**src/rtl/paddle_ctrl.sv**
```systemverilog
// paddle_ctrl: two-player paddle position controller with game-phase FSM.
// Turns per-player left/right step pulses into saturating paddle positions,
// rate-limits each player with a cooldown, and sequences IDLE -> PLAY ->
// RECENTER -> SERVE -> PLAY around scored points.
// Ports:
//   clk, rst                 clock, synchronous active-high reset
//   start                    level, leaves IDLE
//   point                    pulse from ball logic, honoured in PLAY only
//   p1/p2_left_op/right_op   per-player step pulses
//   p1_pos, p2_pos           registered paddle positions
//   p1_moved, p2_moved       one-cycle pulse per accepted step
//   serve                    one-cycle pulse on the first PLAY cycle after SERVE
//   state                    IDLE=0, PLAY=1, RECENTER=2, SERVE=3
module paddle_ctrl #(
    parameter int unsigned POS_W    = 4,
    parameter int unsigned POS_MAX  = 12,
    parameter int unsigned POS_INIT = 6,
    parameter int unsigned COOLDOWN = 3,
    parameter int unsigned HOLD_CYC = 8
) (
    input  logic             clk,
    input  logic             rst,
    input  logic             start,
    input  logic             point,
    input  logic             p1_left_op,
    input  logic             p1_right_op,
    input  logic             p2_left_op,
    input  logic             p2_right_op,
    output logic [POS_W-1:0] p1_pos,
    output logic [POS_W-1:0] p2_pos,
    output logic             p1_moved,
    output logic             p2_moved,
    output logic             serve,
    output logic [1:0]       state
);

    localparam int unsigned CD_W   = (COOLDOWN > 0) ? $clog2(COOLDOWN + 1) : 1;
    localparam int unsigned HOLD_W = (HOLD_CYC > 1) ? $clog2(HOLD_CYC) : 1;

    localparam logic [1:0] S_IDLE     = 2'd0;
    localparam logic [1:0] S_PLAY     = 2'd1;
    localparam logic [1:0] S_RECENTER = 2'd2;
    localparam logic [1:0] S_SERVE    = 2'd3;

    localparam logic [POS_W-1:0]  W_MAX  = POS_W'(POS_MAX);
    localparam logic [POS_W-1:0]  W_INIT = POS_W'(POS_INIT);
    localparam logic [CD_W-1:0]   W_CD   = CD_W'(COOLDOWN);
    localparam logic [HOLD_W-1:0] W_HOLD = HOLD_W'(HOLD_CYC - 1);

    logic [1:0]        r_state,  w_state_n;
    logic [POS_W-1:0]  r_p1_pos, w_p1_pos_n;
    logic [POS_W-1:0]  r_p2_pos, w_p2_pos_n;
    logic [CD_W-1:0]   r_cd1,    w_cd1_n;
    logic [CD_W-1:0]   r_cd2,    w_cd2_n;
    logic [HOLD_W-1:0] r_hold,   w_hold_n;
    logic              r_p1_moved, w_p1_moved_n;
    logic              r_p2_moved, w_p2_moved_n;
    logic              r_serve,    w_serve_n;

    // State and datapath registers.
    always_ff @(posedge clk) begin
        if (rst) begin
            r_state    <= S_IDLE;
            r_p1_pos   <= W_INIT;
            r_p2_pos   <= W_INIT;
            r_cd1      <= '0;
            r_cd2      <= '0;
            r_hold     <= '0;
            r_p1_moved <= 1'b0;
            r_p2_moved <= 1'b0;
            r_serve    <= 1'b0;
        end else begin
            r_state    <= w_state_n;
            r_p1_pos   <= w_p1_pos_n;
            r_p2_pos   <= w_p2_pos_n;
            r_cd1      <= w_cd1_n;
            r_cd2      <= w_cd2_n;
            r_hold     <= w_hold_n;
            r_p1_moved <= w_p1_moved_n;
            r_p2_moved <= w_p2_moved_n;
            r_serve    <= w_serve_n;
        end
    end

    // Next-state and next-output logic.
    always_comb begin
        w_state_n    = r_state;
        w_p1_pos_n   = r_p1_pos;
        w_p2_pos_n   = r_p2_pos;
        w_cd1_n      = r_cd1;
        w_cd2_n      = r_cd2;
        w_hold_n     = r_hold;
        w_p1_moved_n = 1'b0;
        w_p2_moved_n = 1'b0;
        w_serve_n    = 1'b0;

        case (r_state)
            S_IDLE: begin
                if (start) w_state_n = S_PLAY;
            end

            S_PLAY: begin
                if (point) begin
                    // Point beats any same-cycle step; cooldowns restart clean.
                    w_cd1_n   = '0;
                    w_cd2_n   = '0;
                    w_state_n = S_RECENTER;
                end else begin
                    // Player 1: cooldown, conflict, then bounded step.
                    if (r_cd1 != '0) begin
                        w_cd1_n = r_cd1 - CD_W'(1);
                    end else if (p1_left_op && p1_right_op) begin
                        w_cd1_n = r_cd1;
                    end else if (p1_left_op && (r_p1_pos != '0)) begin
                        w_p1_pos_n   = r_p1_pos - POS_W'(1);
                        w_p1_moved_n = 1'b1;
                        w_cd1_n      = W_CD;
                    end else if (p1_right_op && (r_p1_pos < W_MAX)) begin
                        w_p1_pos_n   = r_p1_pos + POS_W'(1);
                        w_p1_moved_n = 1'b1;
                        w_cd1_n      = W_CD;
                    end
                    // Player 2: same rules, independent state.
                    if (r_cd2 != '0) begin
                        w_cd2_n = r_cd2 - CD_W'(1);
                    end else if (p2_left_op && p2_right_op) begin
                        w_cd2_n = r_cd2;
                    end else if (p2_left_op && (r_p2_pos != '0)) begin
                        w_p2_pos_n   = r_p2_pos - POS_W'(1);
                        w_p2_moved_n = 1'b1;
                        w_cd2_n      = W_CD;
                    end else if (p2_right_op && (r_p2_pos < W_MAX)) begin
                        w_p2_pos_n   = r_p2_pos + POS_W'(1);
                        w_p2_moved_n = 1'b1;
                        w_cd2_n      = W_CD;
                    end
                end
            end

            S_RECENTER: begin
                // Equality is judged on current positions, costing one extra cycle.
                if ((r_p1_pos == W_INIT) && (r_p2_pos == W_INIT)) begin
                    w_state_n = S_SERVE;
                    w_hold_n  = W_HOLD;
                end else begin
                    if (r_p1_pos > W_INIT)      w_p1_pos_n = r_p1_pos - POS_W'(1);
                    else if (r_p1_pos < W_INIT) w_p1_pos_n = r_p1_pos + POS_W'(1);
                    if (r_p2_pos > W_INIT)      w_p2_pos_n = r_p2_pos - POS_W'(1);
                    else if (r_p2_pos < W_INIT) w_p2_pos_n = r_p2_pos + POS_W'(1);
                end
            end

            S_SERVE: begin
                if (r_hold == '0) begin
                    w_state_n = S_PLAY;
                    w_serve_n = 1'b1;
                end else begin
                    w_hold_n = r_hold - HOLD_W'(1);
                end
            end

            default: w_state_n = S_IDLE;
        endcase
    end

    assign p1_pos   = r_p1_pos;
    assign p2_pos   = r_p2_pos;
    assign p1_moved = r_p1_moved;
    assign p2_moved = r_p2_moved;
    assign serve    = r_serve;
    assign state    = r_state;

endmodule

```
**config.mk**
```make
export PLATFORM = sky130hd
export DESIGN_NAME = paddle_ctrl
export DESIGN_NICKNAME = d
export VERILOG_FILES = /design/src/rtl/paddle_ctrl.sv
export SDC_FILE = /design/constraint.sdc
export NUM_CORES = 1
export LEC_CHECK = 0
export ABC_CLOCK_PERIOD_IN_PS = 1920
export CAP_MARGIN = 25
export CELL_PAD_IN_SITES_DETAIL_PLACEMENT = 1
export CELL_PAD_IN_SITES_GLOBAL_PLACEMENT = 1
export CORE_MARGIN = 2
export CORE_UTILIZATION = 37
export CTS_BUF_LIST = sky130_fd_sc_hd__clkbuf_4
export CTS_CLUSTER_DIAMETER = 100
export CTS_CLUSTER_SIZE = 14
export DETAILED_ROUTE_END_ITERATION = 8
export PLACE_DENSITY = 0.8
export RECOVER_POWER = 100
export SKIP_CTS_REPAIR_TIMING = 1
export SLEW_MARGIN = 20
export SYNTH_ARGS = -nofsm -noshare
export SYNTH_HDL_FRONTEND = slang
export SYNTH_SLANG_ARGS = --single-unit
```
**constraint.sdc**
```tcl
create_clock -name clk -period 1.92 [get_ports clk]
set_input_delay 0.576 -clock clk [delete_from_list [all_inputs] [get_ports clk]]
set_output_delay 0.576 -clock clk [all_outputs]
set_load 0.05 [all_outputs]
```
==> results.txt <==
status = finished with violations
failing checks = negative setup slack
critical path fanouts, max = 6
Max VDD drop = 0.747 mV
core region area = 3630 um^2
clk sinks = 20
clock latency on the worst-skew pair = 0.30 ns
Tcrit/Tclk final = 1.03
critical path arrival = 2.17 ns
post-synthesis cell area = 1390 um^2
IO Pins = 21
WP data required = 2.11 ns
final setup fails = 1
Post-Route WL = 4090 um
Slew HR = 0.595
Root Driver = clkbuf_4
met2 routed WL = 2270 um
antenna violations before repair = 0
crit start category = flip-flop
final hold slack = 0.463 ns
post-route cell area = 1950 um^2
Starting Density = 0.381
diodes inserted = 0
first-pass GRT wire length = 6440 um
Syn-to-layout area delta = 40.7%
met1 wire length = 1710 um
GRT Total Usage = 0.191
Port Buffers = 20
Max Fclk = 505 MHz
most frequent cells in the layout = 30 x buf_4, 22 x nor2_1, 15 x inv_1
number of core rows = 22
Routed Antenna Nets = 0
uppermost layer routed = met4
worst-margin pin slew = 0.610 ns
Synth Flop Type = dfxtp_1
Post-Syn Instances = 166
total of max-cap violations = 0
GPL Wtd Cong = 0.866
sequential area share after synthesis = 0.289
most common cell after layout, fill and taps aside = buf_4
flops & latches, synth = 20
final setup margin = -0.0585 ns
Syn Nets = 187
Inserted Clock Buffers = 3
DIE WIDTH = 65.2 um
Netlist cell types = 49
Chip Height = 65.2 um
grt total ovfl = 0
worst hold path type = reg2reg
share of post-route cells with drive strength above 1 = 0.335
vias in the first global route = 1,383
metal3 WL = 88 um
kind of critical path = reg2reg
PwrDens = 1420 nW/um^2
Worst path slowest cell = dfxtp_4
flop2flop setup slack = -0.06 ns
Max Clock Skew = 0.00564 ns
DP Area = 1790 um^2
Leak = 0.798 nW
FFs w/ async S/R, synth = 0
drt first pass iters = 4
vias per cell = 5.30
Via Count = 1,363
Initial DRC Count = 61
drc violations = 0
Layout Nets = 231
RSZ-0062 raised after global routing = true
die footprint = 4250 um^2
clk buf depth = 2
CP Cell Sequence = inv_4, ha_4, or2_4, a221oi_4, mux2i_1, nor3_1, or3b_1
largest net degree at the start of global routing = 21
clock transition at the registers of the reported paths = 0.12 ns
Syn Area/Cell = 8.34 um^2
Slew Limit Fails = 0
DR WL/cell = 15.9 um
# H-tree levels = 1
Synthesis Warnings = 0
CP Capture Type = flip-flop
Hold Vio Cnt, Final = 0
TritonCTS clock tree = done
min Tclk post-route = 1.98 ns
Slowest Stage Delay on Critical Path = 0.40 ns
DP HPWL = 2940 um
number of synthesized flops with an enable pin = 0
-- worst paths after layout --
path         startpoint  cells after the start   endpoint
max            state[0]                      7  p1_pos[2]
min            r_cd1[1]                      2   r_cd1[1]
max reg2reg    state[0]                      7  p1_pos[2]
min reg2reg    r_cd1[1]                      2   r_cd1[1]
-- worst max-delay path: cells and delay by family (launching register included) --
| family | cells | cell delay, ns |
|---|---|---|
| AO/OA/AOI/OAI | 1 | 0.26 |
| adder cells (fa/ha/maj) | 1 | 0.18 |
| buffers and inverters | 1 | 0.04 |
| flip-flops | 1 | 0.40 |
| multiplexers | 1 | 0.30 |
| AND/OR/NAND/NOR | 3 | 0.69 |
-- cell families (layout without fill, tap and decap cells) --
logic type	after synthesis	in the layout	synth area share
xor+xnor	4	4	0.0253
buf+inv	24	67	0.0777
mux	3	3	0.0226
flops	20	20	0.289
compound gates	39	39	0.228
fa+ha+maj	13	13	0.117
simple gates	63	63	0.240
-- per-stage QoR --
step                      setup WS (ns)  utilization  instances  total power, mW  setup TNS (ns)
after floorplan                 -0.0278            -        166             1.84         -0.0278
after global placement           -0.407        0.493        245             2.28           -3.59
after detailed placement         -0.478        0.493        245             2.40           -4.52
after CTS                        -0.153        0.500        249             2.62          -0.815
after global routing             -0.131        0.537        257             3.01          -0.237
final                           -0.0585        0.537        257             2.77         -0.0585
-- area by class of cell --
class | instances | area, um^2
Fill cell | 443 | 1680
Multi-Input combinational cell | 122 | 975
Sequential cell | 20 | 425
Timing Repair Buffer | 45 | 393
Inverter | 18 | 70.1
Tap cell | 48 | 60.1
Clock buffer | 3 | 22.5
Clock inverter | 1 | 3.75
-- report_power, final --
part	switching [mW]	internal, mW
Clock	0.134	0.0758
Combinational	1.01	0.857
Sequential	0.141	0.551
-- sequential cells by signal, indices dropped and copies added, names as in the netlist --
signal,cells
p1_moved,1
r_cd2,2
p2_moved,1
state,2
p2_pos,4
serve,1
p1_pos,4
r_cd1,2
r_hold,3
-- cells in the mapped netlist, types with 2 or more instances --
library cell | instances | area, um^2
ha_1 | 13 | 163
nand3_1 | 3 | 15.0
o21ai_0 | 2 | 10.0
or3_1 | 4 | 25.0
nand2_1 | 7 | 26.3
mux2i_1 | 2 | 20.0
o31a_1 | 2 | 17.5
buf_2 | 2 | 10.0
buf_4 | 2 | 15.0
nor3_1 | 7 | 35.0
nand2b_1 | 8 | 50.1
a211o_1 | 3 | 26.3
a311oi_1 | 2 | 17.5
nor2_1 | 22 | 82.6
a21oi_1 | 10 | 50.1
inv_1 | 18 | 67.6
a211oi_1 | 4 | 30.0
o31ai_1 | 2 | 15.0
and3_1 | 2 | 12.5
dfxtp_1 | 20 | 400
xnor2_1 | 3 | 26.3
-- layer usage --
metal | vias up | GRT usage
met5 | - | 0
met4 | 0 | 0.0391
met3 | 2 | 0.0257
met2 | 16 | 0.365
met1 | 671 | 0.225
li1 | 674 | -
Note: power is estimated with default switching activity, not from simulation.
